[config.mk]
export PLATFORM = sky130hd
export DESIGN_NAME = rf_writeback_arbiter
export DESIGN_NICKNAME = d
export VERILOG_FILES = /design/src/rtl/rf_arb_pkg.sv /design/src/rtl/rf_arb_starve_counter.sv /design/src/rtl/rf_writeback_arbiter.sv
export SDC_FILE = /design/constraint.sdc
export NUM_CORES = 1
export LEC_CHECK = 0
export ABC_CLOCK_PERIOD_IN_PS = 3700
export CORE_UTILIZATION = 43
export CTS_CLUSTER_DIAMETER = 80
export CTS_CLUSTER_SIZE = 28
export DETAILED_ROUTE_END_ITERATION = 8
export MAX_ROUTING_LAYER = met4
export PLACE_DENSITY = 0.92
export SLEW_MARGIN = 30
export SYNTH_ARGS = -nofsm -noshare
export SYNTH_HDL_FRONTEND = slang
export SYNTH_SLANG_ARGS = --single-unit
[constraint.sdc]
create_clock -name clk_i -period 3.7 [get_ports clk_i]
set_input_delay 0.74 -clock clk_i [delete_from_list [all_inputs] [get_ports clk_i]]
set_output_delay 0.74 -clock clk_i [all_outputs]
set_load 0.05 [all_outputs]
[src/rtl/rf_arb_pkg.sv]
// rtl/rf_arb_pkg.sv - shared types and widths for the register-file writeback arbiter
package rf_arb_pkg;

    localparam int REG_ADDR_W = 5;
    localparam int XLEN       = 32;
    localparam int STARVE_W   = 4;

    typedef enum logic {
        PRIO_LSU = 1'b0,
        PRIO_ALU = 1'b1
    } arb_state_e;

    typedef struct packed {
        logic                  valid;
        logic [REG_ADDR_W-1:0] addr;
        logic [XLEN-1:0]       data;
    } wb_req_t;

    // A request only counts as a transfer once its grant is also present.
    function automatic wb_req_t gate_req(logic grant, wb_req_t req);
        wb_req_t r;
        r       = req;
        r.valid = req.valid & grant;
        return r;
    endfunction

endpackage

[src/rtl/rf_arb_starve_counter.sv]
// rtl/rf_arb_starve_counter.sv - saturating count of consecutive ALU stall cycles
module rf_arb_starve_counter
    import rf_arb_pkg::*;
#(
    parameter int LIMIT = 4
) (
    input  logic clk,
    input  logic rst,
    input  logic stall,
    output logic limit_hit
);

    localparam logic [STARVE_W-1:0] LIMIT_V = STARVE_W'(LIMIT);

    logic [STARVE_W-1:0] count;
    logic [STARVE_W-1:0] count_next;

    always_comb begin
        count_next = '0;
        if (stall) begin
            count_next = (count == LIMIT_V) ? count : count + STARVE_W'(1);
        end
    end

    // Flag reflects the post-update value so the FSM switches on the same edge.
    assign limit_hit = (count_next == LIMIT_V);

    always_ff @(posedge clk or posedge rst) begin
        if (rst) begin
            count <= '0;
        end else begin
            count <= count_next;
        end
    end

endmodule

[src/rtl/rf_writeback_arbiter.sv]
// rtl/rf_writeback_arbiter.sv - two-requester register-file write port arbiter
module rf_writeback_arbiter
    import rf_arb_pkg::*;
#(
    parameter int STARVE_LIMIT = 4,
    parameter int CNT_W        = 16
) (
    input  logic                  clk_i,
    input  logic                  rst_i,
    input  logic                  alu_valid_i,
    input  logic [REG_ADDR_W-1:0] alu_addr_i,
    input  logic [XLEN-1:0]       alu_data_i,
    output logic                  alu_ready_o,
    input  logic                  lsu_valid_i,
    input  logic [REG_ADDR_W-1:0] lsu_addr_i,
    input  logic [XLEN-1:0]       lsu_data_i,
    output logic                  lsu_ready_o,
    output logic                  rf_we_o,
    output logic [REG_ADDR_W-1:0] rf_waddr_o,
    output logic [XLEN-1:0]       rf_wdata_o,
    output logic [CNT_W-1:0]      conflict_cnt_o
);

    arb_state_e state;
    logic       alu_grant;
    logic       lsu_grant;
    logic       limit_hit;
    logic       do_write;
    wb_req_t    alu_req;
    wb_req_t    lsu_req;
    wb_req_t    win_req;

    assign alu_req = '{valid: alu_valid_i, addr: alu_addr_i, data: alu_data_i};
    assign lsu_req = '{valid: lsu_valid_i, addr: lsu_addr_i, data: lsu_data_i};

    always_comb begin
        alu_grant = 1'b0;
        lsu_grant = 1'b0;
        if (!rst_i) begin
            if (state == PRIO_ALU) begin
                alu_grant = alu_req.valid;
                lsu_grant = lsu_req.valid && !alu_req.valid;
            end else begin
                lsu_grant = lsu_req.valid;
                alu_grant = alu_req.valid && !lsu_req.valid;
            end
        end
    end

    assign alu_ready_o = alu_grant;
    assign lsu_ready_o = lsu_grant;

    assign win_req  = lsu_grant ? gate_req(lsu_grant, lsu_req) : gate_req(alu_grant, alu_req);
    // Register 0 is hardwired: the handshake completes but nothing is written.
    assign do_write = win_req.valid && (win_req.addr != '0);

    rf_arb_starve_counter #(
        .LIMIT(STARVE_LIMIT)
    ) u_starve (
        .clk      (clk_i),
        .rst      (rst_i),
        .stall    (alu_valid_i && !alu_grant),
        .limit_hit(limit_hit)
    );

    always_ff @(posedge clk_i or posedge rst_i) begin
        if (rst_i) begin
            state          <= PRIO_LSU;
            rf_we_o        <= 1'b0;
            rf_waddr_o     <= '0;
            rf_wdata_o     <= '0;
            conflict_cnt_o <= '0;
        end else begin
            // PRIO_ALU lasts one cycle: the ALU either transfers or has dropped valid.
            case (state)
                PRIO_LSU: if (limit_hit) state <= PRIO_ALU;
                PRIO_ALU: state <= PRIO_LSU;
                default:  state <= PRIO_LSU;
            endcase
            rf_we_o <= do_write;
            if (do_write) begin
                rf_waddr_o <= win_req.addr;
                rf_wdata_o <= win_req.data;
            end
            if (alu_valid_i && lsu_valid_i && (conflict_cnt_o != '1)) begin
                conflict_cnt_o <= conflict_cnt_o + CNT_W'(1);
            end
        end
    end

endmodule

**After elaboration in Yosys (flattened, before gate mapping)**

Cells that the tools add are included.

- Register bits after elaboration: 59
- Bits of input ports: 78
- Output and inout bits: 56

- Add/subtract/negate cells: 2
- Equal/unequal tests: 3
- Muxes and demuxes: 9
- Bitwise logic cells: 3
- Reduce and logical (&&, ||, !) cells: 10

Operators by type and width:

| kind | count |
|---|---|
| $mux 38 | 1 |
| $add 16x1->16 const B | 1 |
| $ne 16x16->1 const B | 1 |
| $eq 4x3->1 const B | 2 |
| $mux 4 | 2 |
| $logic_and 1x1->1 | 6 |
| $mux 1 | 5 |
| $reduce_bool 5->1 | 1 |
| $add 4x1->4 const B | 1 |
| $logic_not 1->1 | 3 |
| $and 1x1->1 | 2 |
| $pmux 1 s2 | 1 |
| $not 1->1 | 1 |

**Longest topological paths before layout**

Gate-level depths: netlist of run 1.

- Word-level depth: 10
- Mapped depth: 7

**Cells and area by module**

Synthesis of run 1 repeated with hierarchy kept, for this count alone.

- Cell total of the unflattened synthesis: 231
- Area, all modules: 3,096.7 sq um

Modules (own cells, without submodules):

| module | instances | cells each | area an instance (sq um) | seq. area each (sq um) |
|---|---|---|---|---|
| rf_writeback_arbiter | 1 | 206 | 2,849.0 | 1,376.3 |
| rf_arb_starve_counter | 1 | 25 | 247.7 | 100.1 |

**Least setup slack after synthesis of run 1**

OpenSTA, ideal clock, no wires.

- Kind: input port to output port
- Start point: input port rst_i
- End point: output port alu_ready_o
- Arrival time: 3.292 ns
- Path slack: -0.332 ns
- Stages: 3
- Cells stage by stage: inv_1 > o21ai_1 > nor2_1

- Word-level cells in the longest chain between the ends: 1

RTL lines:

| what | line | source |
|---|---|---|
| start, declared | rf_writeback_arbiter.sv:9 | `input logic rst_i,` |
| $mux 1 | rf_writeback_arbiter.sv:39 | `if (!rst_i) begin` |
| end, declared | rf_writeback_arbiter.sv:13 | `output logic alu_ready_o,` |

No other way between the ends.

**Final worst setup path of run 1**

- Start point: input port lsu_valid_i
- End point: output port alu_ready_o

- Word-level cells in the longest chain between the ends: 4

RTL lines:

| what | line | source |
|---|---|---|
| start, declared | rf_writeback_arbiter.sv:14 | `input logic lsu_valid_i,` |
| $logic_not 1->1 | rf_writeback_arbiter.sv:45 | `alu_grant = alu_req.valid && !lsu_req.valid;` |
| $logic_and 1x1->1 | rf_writeback_arbiter.sv:45 |  |
| $mux 1 | rf_writeback_arbiter.sv:40 | `if (state == PRIO_ALU) begin` |
| $mux 1 | rf_writeback_arbiter.sv:39 |  |

No other way between the ends.

==> flow_metrics.py, run 1 <==
metrics = {
    "layout": {
        "fin_nets": 469,
        "area_delta_synth_final_pct": 50.7,
        "final_area_um2": 4800,
        "fill_cells": 555,
        "layout_commonest_cell": "clkdlybuf4s50_1",
        "n_antenna_cell": 0,
        "layout-drive-gt1-share_pct": 23.5,
        "layout_common_cells": "clkdlybuf4s50_1, dfrtp_1, mux2_2",
    },
    "setup_path": {
        "startpoint_type": "primary input",
        "worstPathMaxFanout": 15,
        "crit_chain": "clkdlybuf4s50_1, nor2b_1, and2_4, nor2_1, buf_4",
        "r2r_setup_slack_ns": 1.62,
        "cp.required_ns": 2.96,
        "worstSetupStartpoint": "lsu_valid_i",
        "arrival_ns": 2.56,
        "slowest_delay_ns": 0.57,
        "crit_type": "in2out",
        "crit_slowest_cell": "clkdlybuf4s50_1",
        "rr_startpoint": "state$_DFF_PP0_",
        "end_kind": "output pin",
    },
    "drt": {
        "avgRoutedWirePerCell_um": 16.4,
        "antenna_left": 0,
        "first_pass_iters": 4,
        "drc_errors": 0,
        "vias": 2492,
        "drt-total-wl_mm": 8.07,
        "routed_via_density": 5.08,
        "drt_iter0_markers": 55,
    },
    "floorplanning": {
        "die_x_um": 88.1,
        "io_pins": 134,
        "initial_core_util_pct": 44.2,
        "coreArea_um2": 7210,
        "die_y_um": 88.1,
        "rows": 31,
        "die-area_um2": 7760,
    },
    "power": {
        "p_leak_uw": 0.00201,
        "peakVddDrop_v": 0.000426,
        "p_sw_share_pct": 37.3,
        "power_frac_clock_pct": 23.7,
        "p_switching_uw": 857,
        "p_int_uw": 1440,
        "power_frac_seq_pct": 36.4,
        "power_density_nw_per_um2": 479,
        "combPwrFrac_pct": 40.0,
    },
    "run_status": {
        "status": "finished, final reports clean",
    },
    "min_path": {
        "worstHoldStart": "conflict_cnt_o[7]$_DFFE_PP0P_",
        "hp-class": "reg2reg",
    },
    "clock_tree": {
        "clock_latency_ns": 0.32,
        "cts_root_buf": "clkbuf_8",
        "ctsLongestPathBuffers": 2,
        "ctsResizeCount": 0,
        "cts_buffers": 9,
        "h-tree-depth": 3,
        "path_clk_slew_ns": 0.07,
        "cts.sinks": 59,
        "post_cts_buffers": 0,
        "tritoncts": "done",
        "ctsHoldBuffers": 0,
    },
    "timing": {
        "setup_viol": 0,
        "finalMaxSlewViolations": 0,
        "rsz0062_at_grt": "false",
        "relSlewSlack_pct": 50.8,
        "period_minus_slack_ns": 3.30,
        "fin_crit_sh_pct": 89.3,
        "skew_ns": 0.00772,
        "hold_viol_final": 0,
        "tns_ns": 0,
        "tightest_slew_ns": 0.733,
        "fmax_ghz": 0.303,
        "hold-worst-slack_ns": 0.489,
    },
    "logic_synthesis": {
        "netlist_area_um2": 3190,
        "synth_top_area_share_pct": 46.3,
        "ys_async_sr_fraction_pct": 100,
        "synth_fa_ha_area_share_pct": 1.18,
        "syn-num-nets": 332,
        "yosys.area.top_type": "dfrtp_1",
        "synthMuxAreaShare_pct": 27.5,
        "syn_inst": 251,
        "synthFlopType": "dfrtp_1",
        "ys_ff_latch": 59,
        "synth_warnings": 0,
        "synth-xor-area-share_pct": 4.40,
        "ys_seq_area_share_pct": 46.3,
        "yosys-top-cells-area": "dfrtp_1, mux2_4, mux2_2, xnor2_1, xor2_1",
        "synth-compound-area-share_pct": 6.48,
        "syn_area_per_cell_um2": 12.7,
        "synth_top_family_by_area": "multiplexers",
        "synthSimpleGateAreaFrac_pct": 10.4,
        "synth_edf_count": 0,
        "synth.distinct_cells": 40,
    },
    "global_routing": {
        "grt_pass1_vias": 2603,
        "antenna_found_initial": 0,
        "grt.total_usage_pct": 21.9,
        "grt_max_degree": 60,
        "grt_pass1_wl_mm": 12.4,
        "grt_overflow": 0,
    },
    "placed_design": {
        "hpwl_mm": 6.02,
        "postPlaceCellArea_um2": 4620,
        "io_buffers": 133,
        "gp_congestion": 0.911,
    },
    "job": {
        "drv_cap": 0,
    },
}
==> power by group through the flow <==
stage | combinational, uW | clock (uW) | sequential (uW)
after floorplan | 234 | 0 | 1180
after global placement | 904 | 0 | 840
after detailed placement | 921 | 0 | 844
after CTS | 926 | 560 | 836
after global routing | 961 | 589 | 849
final | 920 | 544 | 836
==> per-stage QoR <==
| step | instances | power [uW] | setup WS, ns | util (%) |
|---|---|---|---|---|
| 2_1_floorplan | 251 | 1410 | 0.459 | - |
| 3_3_place_gp | 476 | 1740 | 0.442 | 64.1 |
| 3_5_place_dp | 476 | 1770 | 0.348 | 64.1 |
| 4_1_cts | 491 | 2320 | 0.389 | 66.6 |
| 5_1_grt | 491 | 2400 | 0.197 | 66.6 |
| 6_report | 491 | 2300 | 0.397 | 66.6 |
==> cells by family (layout without fill, tap and decap cells) <==
| family | count (synthesis) | count (layout) |
|---|---|---|
| mux | 69 | 69 |
| flops | 59 | 59 |
| simple gates | 59 | 59 |
| compound gates | 25 | 25 |
| buf+inv | 20 | 161 |
| xor+xnor | 16 | 16 |
| fa+ha+maj | 3 | 3 |
==> final timing paths <==
check                                           endpoint  cells after the start
max                                          alu_ready_o                      5
min                        conflict_cnt_o[7]$_DFFE_PP0P_                      1
max reg2reg                   rf_wdata_o[22]$_DFFE_PP0P_                      6
min reg2reg                conflict_cnt_o[7]$_DFFE_PP0P_                      1
max in group asynchronous     rf_wdata_o[10]$_DFFE_PP0P_                      3
min in group asynchronous  conflict_cnt_o[5]$_DFFE_PP0P_                      3
==> registers in the layout, indices dropped and copies added, names as in the netlist <==
register,count
rf_we_o,1
rf_wdata_o,32
u_starve.count,4
state,1
rf_waddr_o,5
conflict_cnt_o,16
==> cells in the mapped netlist (4+ instances only) <==
cell and n:
and3_1 4, nor4_1 4, xnor2_1 8, inv_1 10, nand3_1 8, buf_2 4
mux2_4 28, a21oi_1 7, dfrtp_1 59, nand2_1 10, xor2_1 8, nand4_1 6
mux2_2 37, buf_6 5, nor2_1 9, mux2i_1 4, o311ai_0 4
==> worst max-delay path, delay by kind of cell <==
family        cells  cell delay, ns
buf+inv           2            0.79
simple gates      3            1.03
==> cell type report <==
| class | count | area [um2] | area share, % |
|---|---|---|---|
| inverter | 10 | 41.3 | 0.859 |
| multi-input combinational | 172 | 1590 | 33.2 |
| clock buffer | 10 | 128 | 2.66 |
| clock inverter | 5 | 55.1 | 1.15 |
| sequential | 59 | 1480 | 30.7 |
| tap | 99 | 124 | 2.58 |
| timing repair buffer | 136 | 1390 | 28.9 |
==> routing by layer <==
layer | share of wire, % | vias up | global-route usage [%]
li1 | - | 1186 | -
met5 | 0 | - | -
met4 | 1.5 | 0 | 7.18
met1 | 42 | 1200 | 25.2
met3 | 6.3 | 13 | 5.18
met2 | 50 | 93 | 37.6
No activity file was read; power rests on OpenSTA's default activity.
==> run 2, diff against run 1 <==
--- a/config.mk
+++ b/config.mk
@@ -7,7 +7,6 @@
 export LEC_CHECK = 0
 export ABC_CLOCK_PERIOD_IN_PS = 3700
 export CORE_UTILIZATION = 43
-export CTS_CLUSTER_DIAMETER = 80
 export CTS_CLUSTER_SIZE = 28
 export DETAILED_ROUTE_END_ITERATION = 8
 export MAX_ROUTING_LAYER = met4
==> results of run 2 <==
No change in the layout: final DEF, timing and power equal those of run 1.
==> run 3, diff against run 2 <==
--- a/config.mk
+++ b/config.mk
@@ -6,7 +6,9 @@
 export NUM_CORES = 1
 export LEC_CHECK = 0
 export ABC_CLOCK_PERIOD_IN_PS = 3700
-export CORE_UTILIZATION = 43
+export CELL_PAD_IN_SITES_DETAIL_PLACEMENT = 2
+export CELL_PAD_IN_SITES_GLOBAL_PLACEMENT = 2
+export CORE_UTILIZATION = 27
 export CTS_CLUSTER_SIZE = 28
 export DETAILED_ROUTE_END_ITERATION = 8
 export MAX_ROUTING_LAYER = met4
==> flow_metrics.py, run 3 (synthesis gave the netlist of run 1 again) <==
metrics = {
    "floorplanning": {
        "die_y_um": 111,
        "io_pins": 134,
        "initial_core_util_pct": 27.8,
        "die-area_um2": 12200,
        "rows": 39,
        "coreArea_um2": 11500,
        "die_x_um": 111,
    },
    "layout": {
        "largest_reg_flops": 32,
        "layout-drive-gt1-share_pct": 24.1,
        "layout_common_cells": "clkdlybuf4s50_1, dfrtp_1, mux2_2",
        "layout_commonest_cell": "clkdlybuf4s50_1",
        "fin_nets": 470,
        "area_delta_synth_final_pct": 56.4,
        "n_antenna_cell": 0,
        "top_register": "rf_wdata_o",
        "largestRegisters": "rf_wdata_o x32, conflict_cnt_o x16, rf_waddr_o x5",
        "final_area_um2": 4990,
    },
    "clock_tree": {
        "cts_buffers": 9,
        "cts.sinks": 59,
        "ctsHoldBuffers": 0,
        "tritoncts": "done",
        "clock_latency_ns": 0.32,
        "ctsResizeCount": 0,
        "path_clk_slew_ns": 0.05,
        "h-tree-depth": 3,
        "ctsLongestPathBuffers": 2,
        "cts_root_buf": "clkbuf_16",
        "post_cts_buffers": 0,
    },
    "placed_design": {
        "gp_congestion": 0.741,
        "place_ws_ns": 0.326,
        "hpwl_mm": 7.78,
        "postPlaceCellArea_um2": 4670,
        "io_buffers": 133,
    },
    "timing": {
        "worst_slack_ns": 0.476,
        "finalMaxSlewViolations": 0,
        "skew_ns": 0.00595,
        "fmax_ghz": 0.310,
        "rsz0062_at_grt": "false",
        "setup_viol": 0,
        "tightest_slew_ns": 0.797,
        "fin_crit_sh_pct": 87.1,
        "tns_ns": 0,
        "hold-worst-slack_ns": 0.501,
        "relSlewSlack_pct": 46.9,
        "hold_viol_final": 0,
        "period_minus_slack_ns": 3.22,
    },
    "min_path": {
        "worstHoldStart": "conflict_cnt_o[7]$_DFFE_PP0P_",
        "hp-class": "reg2reg",
    },
    "setup_path": {
        "slowest_delay_ns": 0.58,
        "arrival_ns": 2.48,
        "crit_type": "in2out",
        "crit_chain": "clkdlybuf4s50_1, nor2b_1, and2_4, nor2_1, buf_4",
        "startpoint_type": "primary input",
        "worstPathMaxFanout": 9,
        "worstSetupStartpoint": "lsu_valid_i",
        "crit_slowest_cell": "clkdlybuf4s50_1",
        "cp.required_ns": 2.96,
        "rr_startpoint": "state$_DFF_PP0_",
        "end_kind": "output pin",
    },
    "power": {
        "peakVddDrop_v": 0.000444,
        "power_density_nw_per_um2": 531,
        "power_uw": 2650,
        "p_leak_uw": 0.00208,
    },
    "drt": {
        "wl_met1_mm": 4.30,
        "first_pass_iters": 3,
        "routed_via_density": 4.85,
        "wl_met2_mm": 5.57,
        "drt-total-wl_mm": 10.4,
        "vias": 2604,
        "top_layer": "met4",
        "avgRoutedWirePerCell_um": 19.4,
        "antenna_left": 0,
        "met3WireLength_um": 372,
        "drt_iter0_markers": 84,
        "drc_errors": 0,
    },
    "global_routing": {
        "grt_pass1_wl_mm": 17.2,
        "grt_overflow": 0,
        "grt_pass1_vias": 3093,
        "grt.total_usage_pct": 18.2,
        "antenna_found_initial": 0,
        "grt_max_degree": 60,
    },
    "run_status": {
        "status": "finished, final reports clean",
    },
    "job": {
        "drv_cap": 0,
    },
}
[run 3: cell types whose count changed in the layout (fill, tap and decap cells not counted), sizes merged]
cell,previous run,this run
buf,5,6
clkinvlp,3,2
clkbuf,10,12
[run 3: layer usage]
metal	GRT usage, %	vias up
met3	2.90	12
met2	32.0	86
li1	-	1195
met4	5.87	0
met1	21.3	1311
met5	-	-
[run 3: layout make-up]
class / instances / area (um2)
Clock inverter: 4 / 47.5
Clock buffer: 12 / 267
Sequential cell: 59 / 1480
Multi-Input combinational cell: 172 / 1590
Fill cell: 1184 / 6480
Tap cell: 143 / 179
Timing Repair Buffer: 137 / 1380
Inverter: 10 / 41.3
[run 3: final timing paths]
kind                       depth (start not counted)  slack (ns)                              to
hold reg to reg                                    1        0.50   conflict_cnt_o[7]$_DFFE_PP0P_
setup reg to reg                                   6        1.60      rf_wdata_o[22]$_DFFE_PP0P_
setup / recovery                                   5        0.48                     alu_ready_o
min in group asynchronous                          3        1.14       rf_waddr_o[2]$_DFFE_PP0P_
max in group asynchronous                          3        2.02  conflict_cnt_o[14]$_DFFE_PP0P_
hold / removal                                     1        0.50   conflict_cnt_o[7]$_DFFE_PP0P_
[run 3: metrics by stage]
step / cells / utilization [%]
after floorplan: 251 / -
after global placement: 521 / 40.7
after detailed placement: 521 / 40.7
after CTS: 537 / 43.5
after global routing: 537 / 43.5
final: 537 / 43.5
[run 3: critical path: cells and delay by family]
family,cells,cell delay (ns)
simple gates,3,0.94
buf+inv,2,0.80
[run 3: power by group]
group	switching (uW)	internal [uW]
Clock	295	574
Sequential	96.6	748
Combinational	542	391
Total	934	1710
